--- config.mk ---
export PLATFORM = sky130hd
export DESIGN_NAME = hazard_ctrl_unit
export DESIGN_NICKNAME = d
export VERILOG_FILES = /design/src/rtl/hazard_pkg.sv /design/src/rtl/sat_counter.sv /design/src/rtl/hazard_ctrl_unit.sv
export SDC_FILE = /design/constraint.sdc
export NUM_CORES = 1
export LEC_CHECK = 0
export BUFFER_PORTS_ARGS = -buffer_cell sky130_fd_sc_hd__buf_2
export CAP_MARGIN = 20
export CORE_ASPECT_RATIO = 0.9
export CORE_MARGIN = 1.5
export CORE_UTILIZATION = 50
export DETAILED_ROUTE_END_ITERATION = 8
export PLACE_DENSITY = 0.77
export SYNTH_ARGS = -nofsm -noshare
export SYNTH_HDL_FRONTEND = slang
export SYNTH_SLANG_ARGS = --single-unit
--- constraint.sdc ---
create_clock -name clk -period 3.7 [get_ports clk]
set_input_delay 0.74 -clock clk [delete_from_list [all_inputs] [get_ports clk]]
set_output_delay 0.74 -clock clk [all_outputs]
set_load 0.005 [all_outputs]
--- src/rtl/hazard_pkg.sv ---
// Shared constants and types for the pipeline hazard controller.
package hazard_pkg;

  // E-stage operand mux selects
  localparam logic [1:0] FWD_REG = 2'b00;
  localparam logic [1:0] FWD_W   = 2'b01;
  localparam logic [1:0] FWD_M   = 2'b10;

  // Data-memory wait-state controller
  typedef enum logic [1:0] {
    RUN      = 2'd0,
    MEM_WAIT = 2'd1,
    MEM_ERR  = 2'd2
  } hz_state_e;

endpackage

--- src/rtl/sat_counter.sv ---
// Saturating up-counter: holds at all-ones, synchronous clear.
module sat_counter #(
  parameter int unsigned WIDTH = 32
) (
  input  logic             clk_i,
  input  logic             clr_i,
  input  logic             inc_i,
  output logic [WIDTH-1:0] cnt_o
);

  logic [WIDTH-1:0] cnt_q, cnt_d;

  // Next count: advance on event unless already saturated
  always_comb begin
    cnt_d = cnt_q;
    if (inc_i && (cnt_q != '1)) cnt_d = cnt_q + WIDTH'(1);
  end

  // Count register with synchronous clear
  always_ff @(posedge clk_i) begin
    if (clr_i) cnt_q <= '0;
    else       cnt_q <= cnt_d;
  end

  assign cnt_o = cnt_q;

endmodule

--- src/rtl/hazard_ctrl_unit.sv ---
// Hazard controller for the 5-stage RV32I pipeline: operand forwarding,
// load-use / RAW stalls, branch flush, data-memory wait states with timeout,
// and saturating stall/flush event counters.
module hazard_ctrl_unit
  import hazard_pkg::*;
#(
  parameter int unsigned REG_AW      = 5,
  parameter int unsigned FWD_EN      = 1,
  parameter int unsigned MEM_TIMEOUT = 16,
  parameter int unsigned CNT_W       = 32
) (
  input  logic              clk,
  input  logic              rst,
  input  logic [REG_AW-1:0] rs1_d,
  input  logic [REG_AW-1:0] rs2_d,
  input  logic [REG_AW-1:0] rs1_e,
  input  logic [REG_AW-1:0] rs2_e,
  input  logic [REG_AW-1:0] rd_e,
  input  logic              reg_write_e,
  input  logic              result_src_e,
  input  logic [REG_AW-1:0] rd_m,
  input  logic [REG_AW-1:0] rd_w,
  input  logic              reg_write_m,
  input  logic              reg_write_w,
  input  logic              pc_src_e,
  input  logic              mem_req_m,
  input  logic              mem_ready_m,
  output logic [1:0]        forward_a_e,
  output logic [1:0]        forward_b_e,
  output logic              stall_f,
  output logic              stall_d,
  output logic              stall_e,
  output logic              stall_m,
  output logic              flush_d,
  output logic              flush_e,
  output logic              flush_w,
  output logic              mem_err,
  output logic [CNT_W-1:0]  stall_cnt,
  output logic [CNT_W-1:0]  flush_cnt
);

  localparam int unsigned    WAIT_W    = $clog2(MEM_TIMEOUT + 1);
  localparam logic [WAIT_W-1:0] WAIT_LAST = WAIT_W'(MEM_TIMEOUT - 1);

  hz_state_e         state_q, state_d;
  logic [WAIT_W-1:0] wait_q, wait_d;
  logic              mem_err_q, mem_err_d;

  logic e_hit, m_hit, raw_stall, mem_hold, branch, load_use;

  // Operand forwarding: M-stage result has priority over W; x0 never forwarded
  always_comb begin
    forward_a_e = FWD_REG;
    forward_b_e = FWD_REG;
    if ((FWD_EN != 0) && !rst) begin
      if (reg_write_m && (rd_m != '0) && (rd_m == rs1_e))      forward_a_e = FWD_M;
      else if (reg_write_w && (rd_w != '0) && (rd_w == rs1_e)) forward_a_e = FWD_W;
      if (reg_write_m && (rd_m != '0) && (rd_m == rs2_e))      forward_b_e = FWD_M;
      else if (reg_write_w && (rd_w != '0) && (rd_w == rs2_e)) forward_b_e = FWD_W;
    end
  end

  // Hazard detection and stage-register control
  always_comb begin
    e_hit = reg_write_e && (rd_e != '0) && ((rd_e == rs1_d) || (rd_e == rs2_d));
    m_hit = reg_write_m && (rd_m != '0) && ((rd_m == rs1_d) || (rd_m == rs2_d));
    // Without forwarding any in-flight E/M producer must drain first;
    // W producers are covered by write-before-read in the register file.
    raw_stall = (FWD_EN != 0) ? (e_hit && result_src_e) : (e_hit || m_hit);
    // A miss freezes the pipeline in the same cycle it is seen, not only
    // once the FSM has moved to MEM_WAIT.
    mem_hold  = (state_q == RUN) ? (mem_req_m && !mem_ready_m) : 1'b1;
    branch    = pc_src_e && !mem_hold;
    load_use  = raw_stall && !mem_hold && !pc_src_e;

    stall_f = !rst && (mem_hold || load_use);
    stall_d = !rst && (mem_hold || load_use);
    stall_e = !rst && mem_hold;
    stall_m = !rst && mem_hold;
    flush_d = !rst && branch;
    flush_e = !rst && (branch || load_use);
    flush_w = !rst && mem_hold;
  end

  // Wait-state FSM next-state, wait counter and sticky error
  always_comb begin
    state_d   = state_q;
    wait_d    = wait_q;
    mem_err_d = mem_err_q;
    case (state_q)
      RUN: begin
        wait_d = '0;
        if (mem_req_m && !mem_ready_m) state_d = MEM_WAIT;
      end
      MEM_WAIT: begin
        if (mem_ready_m) begin
          state_d = RUN;
          wait_d  = '0;
        end else if (wait_q == WAIT_LAST) begin
          state_d   = MEM_ERR;
          mem_err_d = 1'b1;
        end else begin
          wait_d = wait_q + WAIT_W'(1);
        end
      end
      MEM_ERR: mem_err_d = 1'b1;
      default: state_d = RUN;
    endcase
  end

  // FSM state registers with synchronous reset
  always_ff @(posedge clk) begin
    if (rst) begin
      state_q   <= RUN;
      wait_q    <= '0;
      mem_err_q <= 1'b0;
    end else begin
      state_q   <= state_d;
      wait_q    <= wait_d;
      mem_err_q <= mem_err_d;
    end
  end

  assign mem_err = mem_err_q;

  sat_counter #(.WIDTH(CNT_W)) u_stall_cnt (
    .clk_i (clk),
    .clr_i (rst),
    .inc_i (stall_f),
    .cnt_o (stall_cnt)
  );

  sat_counter #(.WIDTH(CNT_W)) u_flush_cnt (
    .clk_i (clk),
    .clr_i (rst),
    .inc_i (flush_d),
    .cnt_o (flush_cnt)
  );

endmodule

# Word level (Yosys, flattened, before mapping)
# Cells that the tools add are included.
dict set report totals {
  register_bits 72
  in_bits 44
  out_inout_bits 76
}
dict set report classes {
  add_sub_neg 3
  eq_ne 16
  mux 17
  bitwise_logic 1
  reduce_logical 35
}
# op n
set ops {}
lappend ops {{adder 32 x 1 -> 32 bit (second input constant)} 2}
lappend ops {{!= test 32 bit (second input constant)} 2}
lappend ops {{equality test 5 bit} 6}
lappend ops {{logical AND 1 bit} 19}
lappend ops {{nonzero test 5 bit} 3}
lappend ops {{two-way mux 2 bit} 7}
lappend ops {{two-way mux 5 bit} 2}
lappend ops {{one-hot mux 5 bit (2 select lines)} 1}
lappend ops {{!= test 3 bit (second input constant)} 2}
lappend ops {{one-hot mux 2 bit (3 select lines)} 1}
lappend ops {{AND reduction 3 bit} 2}
lappend ops {{adder 5 x 1 -> 5 bit (second input constant)} 1}
lappend ops {{equality test 5 x 4 -> 1 bit (second input constant)} 1}
lappend ops {{two-way mux 1 bit} 5}
lappend ops {{logical NOT 1 bit} 4}
lappend ops {{!= test 2 bit (second input constant)} 2}
lappend ops {{nonzero test 2 bit} 2}
lappend ops {{logical OR 1 bit} 3}
lappend ops {{equality test 2 x 1 -> 1 bit (second input constant)} 1}
lappend ops {{equality test 2 bit (second input constant)} 1}
lappend ops {{logical NOT 2 bit} 1}
lappend ops {{!= test 2 x 1 -> 1 bit (second input constant)} 1}
lappend ops {{one-hot mux 1 bit (2 select lines)} 1}
lappend ops {{AND reduction 2 bit} 1}
lappend ops {{inverter 1 bit} 1}

# Depth between registers and ports, before layout
dict set report depth {
  ltp_word 9
  depth_mapped 9
  mapped_depth_nobuf 8
}

# Hierarchy
# Synthesis repeated with hierarchy kept, for this count alone.
dict set report hier_totals {
  hier_cells 509
  hier_area_um2 4211.5
}
# mod n_inst cells_each area_each_um2 seq_area_each_um2
set by_module_without_submodules {}
lappend by_module_without_submodules {sat_counter 2 199 1674.1 640.6}
lappend by_module_without_submodules {hazard_ctrl_unit 1 111 863.3 160.2}

# Worst setup path before layout
# Ideal clock, no wire load.
dict set report synth_timing {
  path_type {input to output}
  startpoint {input rd_e[1]}
  endpoint {output stall_f}
  arrival_time_ns 2.285
  required_time_ns 2.960
  path_slack_ns 0.675
  cell_stages 8
  path_buffers 3
  path_cell_list {or4_1 > nor2_1 > nor4_1 > a21oi_1 > buf_2 > buf_2 > inv_1 > buf_4}
}
dict set report synth_between {
  elab_chain_cells 8
}
# element line_no
set synth_rtl {}
lappend synth_rtl {{from (decl)} hazard_ctrl_unit.sv:18} ;# input logic [REG_AW-1:0] rd_e,
lappend synth_rtl {{equality test 5 bit or nonzero test 5 bit (tied branches)} hazard_ctrl_unit.sv:65} ;# e_hit = reg_write_e && (rd_e != '0) && ((rd_e == rs1_d) || (rd_e == rs2_d));
lappend synth_rtl {{logical OR 1 bit or logical AND 1 bit (tied branches)} hazard_ctrl_unit.sv:65}
lappend synth_rtl {{logical AND 1 bit (*)} hazard_ctrl_unit.sv:65}
lappend synth_rtl {{logical AND 1 bit (*)} hazard_ctrl_unit.sv:69} ;# raw_stall = (FWD_EN != 0) ? (e_hit && result_src_e) : (e_hit || m_hit);
lappend synth_rtl {{logical AND 1 bit (*) (2 in series)} hazard_ctrl_unit.sv:74} ;# load_use = raw_stall && !mem_hold && !pc_src_e;
lappend synth_rtl {{logical OR 1 bit (*)} -}
lappend synth_rtl {{logical AND 1 bit (*)} -}
lappend synth_rtl {{to (decl)} hazard_ctrl_unit.sv:30} ;# output logic stall_f,
# Every way passes the cells marked *; elsewhere a longest branch is shown, timed or not.

# Worst setup path after layout
dict set report layout_timing {
  startpoint {input rd_m[1]}
  endpoint {output forward_a_e[0]}
}
dict set report layout_between {
  elab_chain_cells 5
}
# element line_no
set layout_rtl {}
lappend layout_rtl {{from (decl)} hazard_ctrl_unit.sv:21} ;# input logic [REG_AW-1:0] rd_m,
lappend layout_rtl {{nonzero test 5 bit} -}
lappend layout_rtl {{logical AND 1 bit} -}
lappend layout_rtl {{logical AND 1 bit (*)} hazard_ctrl_unit.sv:56} ;# if (reg_write_m && (rd_m != '0) && (rd_m == rs1_e)) forward_a_e = FWD_M;
lappend layout_rtl {{two-way mux 2 bit (*)} hazard_ctrl_unit.sv:56}
lappend layout_rtl {{two-way mux 2 bit (*)} hazard_ctrl_unit.sv:55} ;# if ((FWD_EN != 0) && !rst) begin
lappend layout_rtl {{to (decl)} hazard_ctrl_unit.sv:28} ;# output logic [1:0] forward_a_e,
# Marks and branches as above.

==> metrics.csv <==
metric;value;unit
status;finished, final reports clean;
setup bufs post-CTS;0;
Worst-Skew Late Latency;0.34;ns
Async S/R FF share, synth;0;%
Synth Area in Simple Gates;33.98;%
initial antenna violation count;0;
maxcap violations;0;
crit-path max FO;4;
CP Launch Point;rd_m[1];
hold_sp;mem_err$_SDFFE_PP0P_;
Pwr per Cell Area;290.0;nW/um^2
Synth Net Count;564;
crit end category;output pin;
CTS Hold Buffers Added;0;
port bufs;119;
Resize count post-CTS;0;
main combinational cell family by area after synthesis;simple AND/OR/NAND/NOR gates;
Fmax;322.8;MHz
r2r setup slk;0.88;ns
Syn Inst Count;516;
Max H-tree Level;3;
Synth Cell Area;4160;sq um
FP Rows;31;
#FFs+latches synth;72;
Hold EP;mem_err$_SDFFE_PP0P_;
NumNets Final;672;
root buffer cell;clkbuf_8;
fraction of layout cells with a size suffix above 1;24.04;%
area leader, netlist;dfxtp_1;
GP Congestion;0.8833;
ant diodes;0;
overflow left after global routing;0;
crit path DAT;2.36;ns
Seq/Total Area, Yosys;34.65;%
worst-margin pin slew;0.9464;ns
Tightest Hold Check Type;reg -> reg;
Synth cell types;50;
Synth area leaders;dfxtp_1 35%, xnor2_1 9.9%, nor2_1 4.6%;
Remaining DRCs;0;
Avg WL per Cell;14.83;um
P&R area growth vs syn;19.19;%
Initial Util;51.57;%
io pins;120;
deepest clock path buffer count;2;
Rel. slew slack;36.64;%
Detail Placement HPWL;7.864;mm
CTS buffer count;9;
CP Class;in -> out;
Post-Place Setup Slack;0.5826;ns
first-pass GRT wire length;17.34;mm
part of the cycle the worst path needs;83.74;%
antenna-violating nets left;0;
Die Y;89.54;um
CTS tree;yes;
Setup Skew;0.01460;ns
Reg-to-Reg End;u_flush_cnt.cnt_o[31]$_SDFFE_PP0P_;
Final Setup Violations;0;
main flop type after synthesis;dfxtp_1;
total negative slack;0;ns
Post-Route WL;10.78;mm
vias per cell;5.886;
multiplexer share of the synthesized area;1.353;%
largest net degree at the start of global routing;59;
worst vdd ir;0.1664;mV
EDFF count, synth;0;
DR vias;4279;
Yosys warnings;0;
Static Leak;1.894;nW
Hold Fails Final Rpt;0;
DRT iter0 DRCs;211;
Die X;99.15;um
hold depth;2;
reg2reg path depth;7;
FF-to-FF Start;u_flush_cnt.cnt_o[10]$_SDFFE_PP0P_;
total chip power;1.438;mW
worst path required time;2.96;ns
total track usage;24.39;%
mean post-synth cell area;8.062;sq um
xor/xnor cell area share of the yosys netlist;12.00;%
final worst path period need;3.098;ns
complex-gate fraction of the synthesized area;11.91;%
CTS sink cnt;72;
Worst-path clk slew;0.07;ns
Pins Over Slew Limit;0;
vias in the first global route;3768;
drt first pass iters;5;
adder-cell share of the synthesized area;1.203;%
Core Region;8068;sq um
RSZ-0062 raised after global routing;no;
Die ar.;8877;sq um
setup ws final;0.6016;ns
crit start category;primary input;
share of the synthesized area in the top cell type;34.65;%
metrics by stage:
step           area (sq um)  hold WS (ns)  utilization, %  cells
3_3_place_gp           4805        0.4345           59.55    712
5_1_grt                4959        0.4861           61.46    727
3_5_place_dp           4805        0.4360           59.55    712
6_report               4959        0.4438           61.46    727
4_1_cts                4959        0.4472           61.46    727
2_1_floorplan          4160        0.4421               -    516
routing by layer:
metal  GRT usage (%)  up-vias  wire [um]
met2           39.50      162       4973
li1                -     2095          -
met4           9.987        0        230
met3           6.255       21        704
met5               0        -          0
met1           31.45     2001       4872
layout make-up:
cell class                 instances  area (sq um)
fill                             755          3109
multi-input combinational        402          2526
clock inverter                     4         22.52
timing repair buffer             127         668.1
inverter                          12         45.04
sequential                        72          1441
tap                               99         123.9
clock buffer                      11         131.4
flip-flops by register name (all words and copies together), names as in the netlist:
| register | cells |
|---|---|
| wait_q | 5 |
| u_stall_cnt.cnt_o | 32 |
| state_q | 2 |
| mem_err | 1 |
| u_flush_cnt.cnt_o | 32 |
worst max path at each step:
stage | endpoint | slack [ns] | cells after the start
after floorplan | stall_f | 0.68 | 8
after global placement | forward_a_e[0] | 0.62 | 6
after detailed placement | forward_a_e[0] | 0.58 | 6
after CTS | forward_a_e[0] | 0.58 | 6
after global routing | forward_a_e[0] | 0.44 | 6
final | forward_a_e[0] | 0.60 | 6
synthesized netlist by cell type (10+ instances only):
master,n
nand3_1,30
nand4_1,22
dfxtp_1,72
inv_1,12
a21oi_1,34
xnor2_1,47
o31ai_1,12
clkbuf_1,12
nor2_1,51
nor3_1,19
nor4_1,17
o21ai_0,18
or4_1,16
or3_1,16
xor2_1,10
nand2_1,38
cells in the final DEF (no fill, tap or decap), drive strengths merged, types with 8 or more instances in the layout:
master	netlist	routed
o31ai	12	12
clkbuf	12	11
xor2	10	10
nand2	38	38
or4	18	18
dfxtp	72	72
nand3	30	30
nor3	19	19
xnor2	47	47
nand4	23	23
nor2b	8	8
and4	8	8
buf	18	127
a21oi	34	34
nor4	18	18
nor2	52	52
o21ai	20	20
inv	12	12
or3	16	16
power breakdown:
group / internal [mW] / total (mW) / switching, mW
Clock: 0.237 / 0.526 / 0.290
Combinational: 0.0546 / 0.131 / 0.0761
Sequential: 0.777 / 0.781 / 0.00376
worst max-delay path: stages:
cell and delay (ns):
buf_2 0.12, or4_1 0.50, o21ai_0 0.37, nor3_1 0.12, nor4_1 0.34, buf_2 0.17
cell families after synthesis:
group | after synthesis
adder cells (fa/ha/maj) | 4
flip-flops | 72
AND/OR/NAND/NOR | 254
XOR/XNOR | 57
multiplexers | 4
AO/OA/AOI/OAI | 83
buffers and inverters | 42
(Power assumes the default switching activity.)
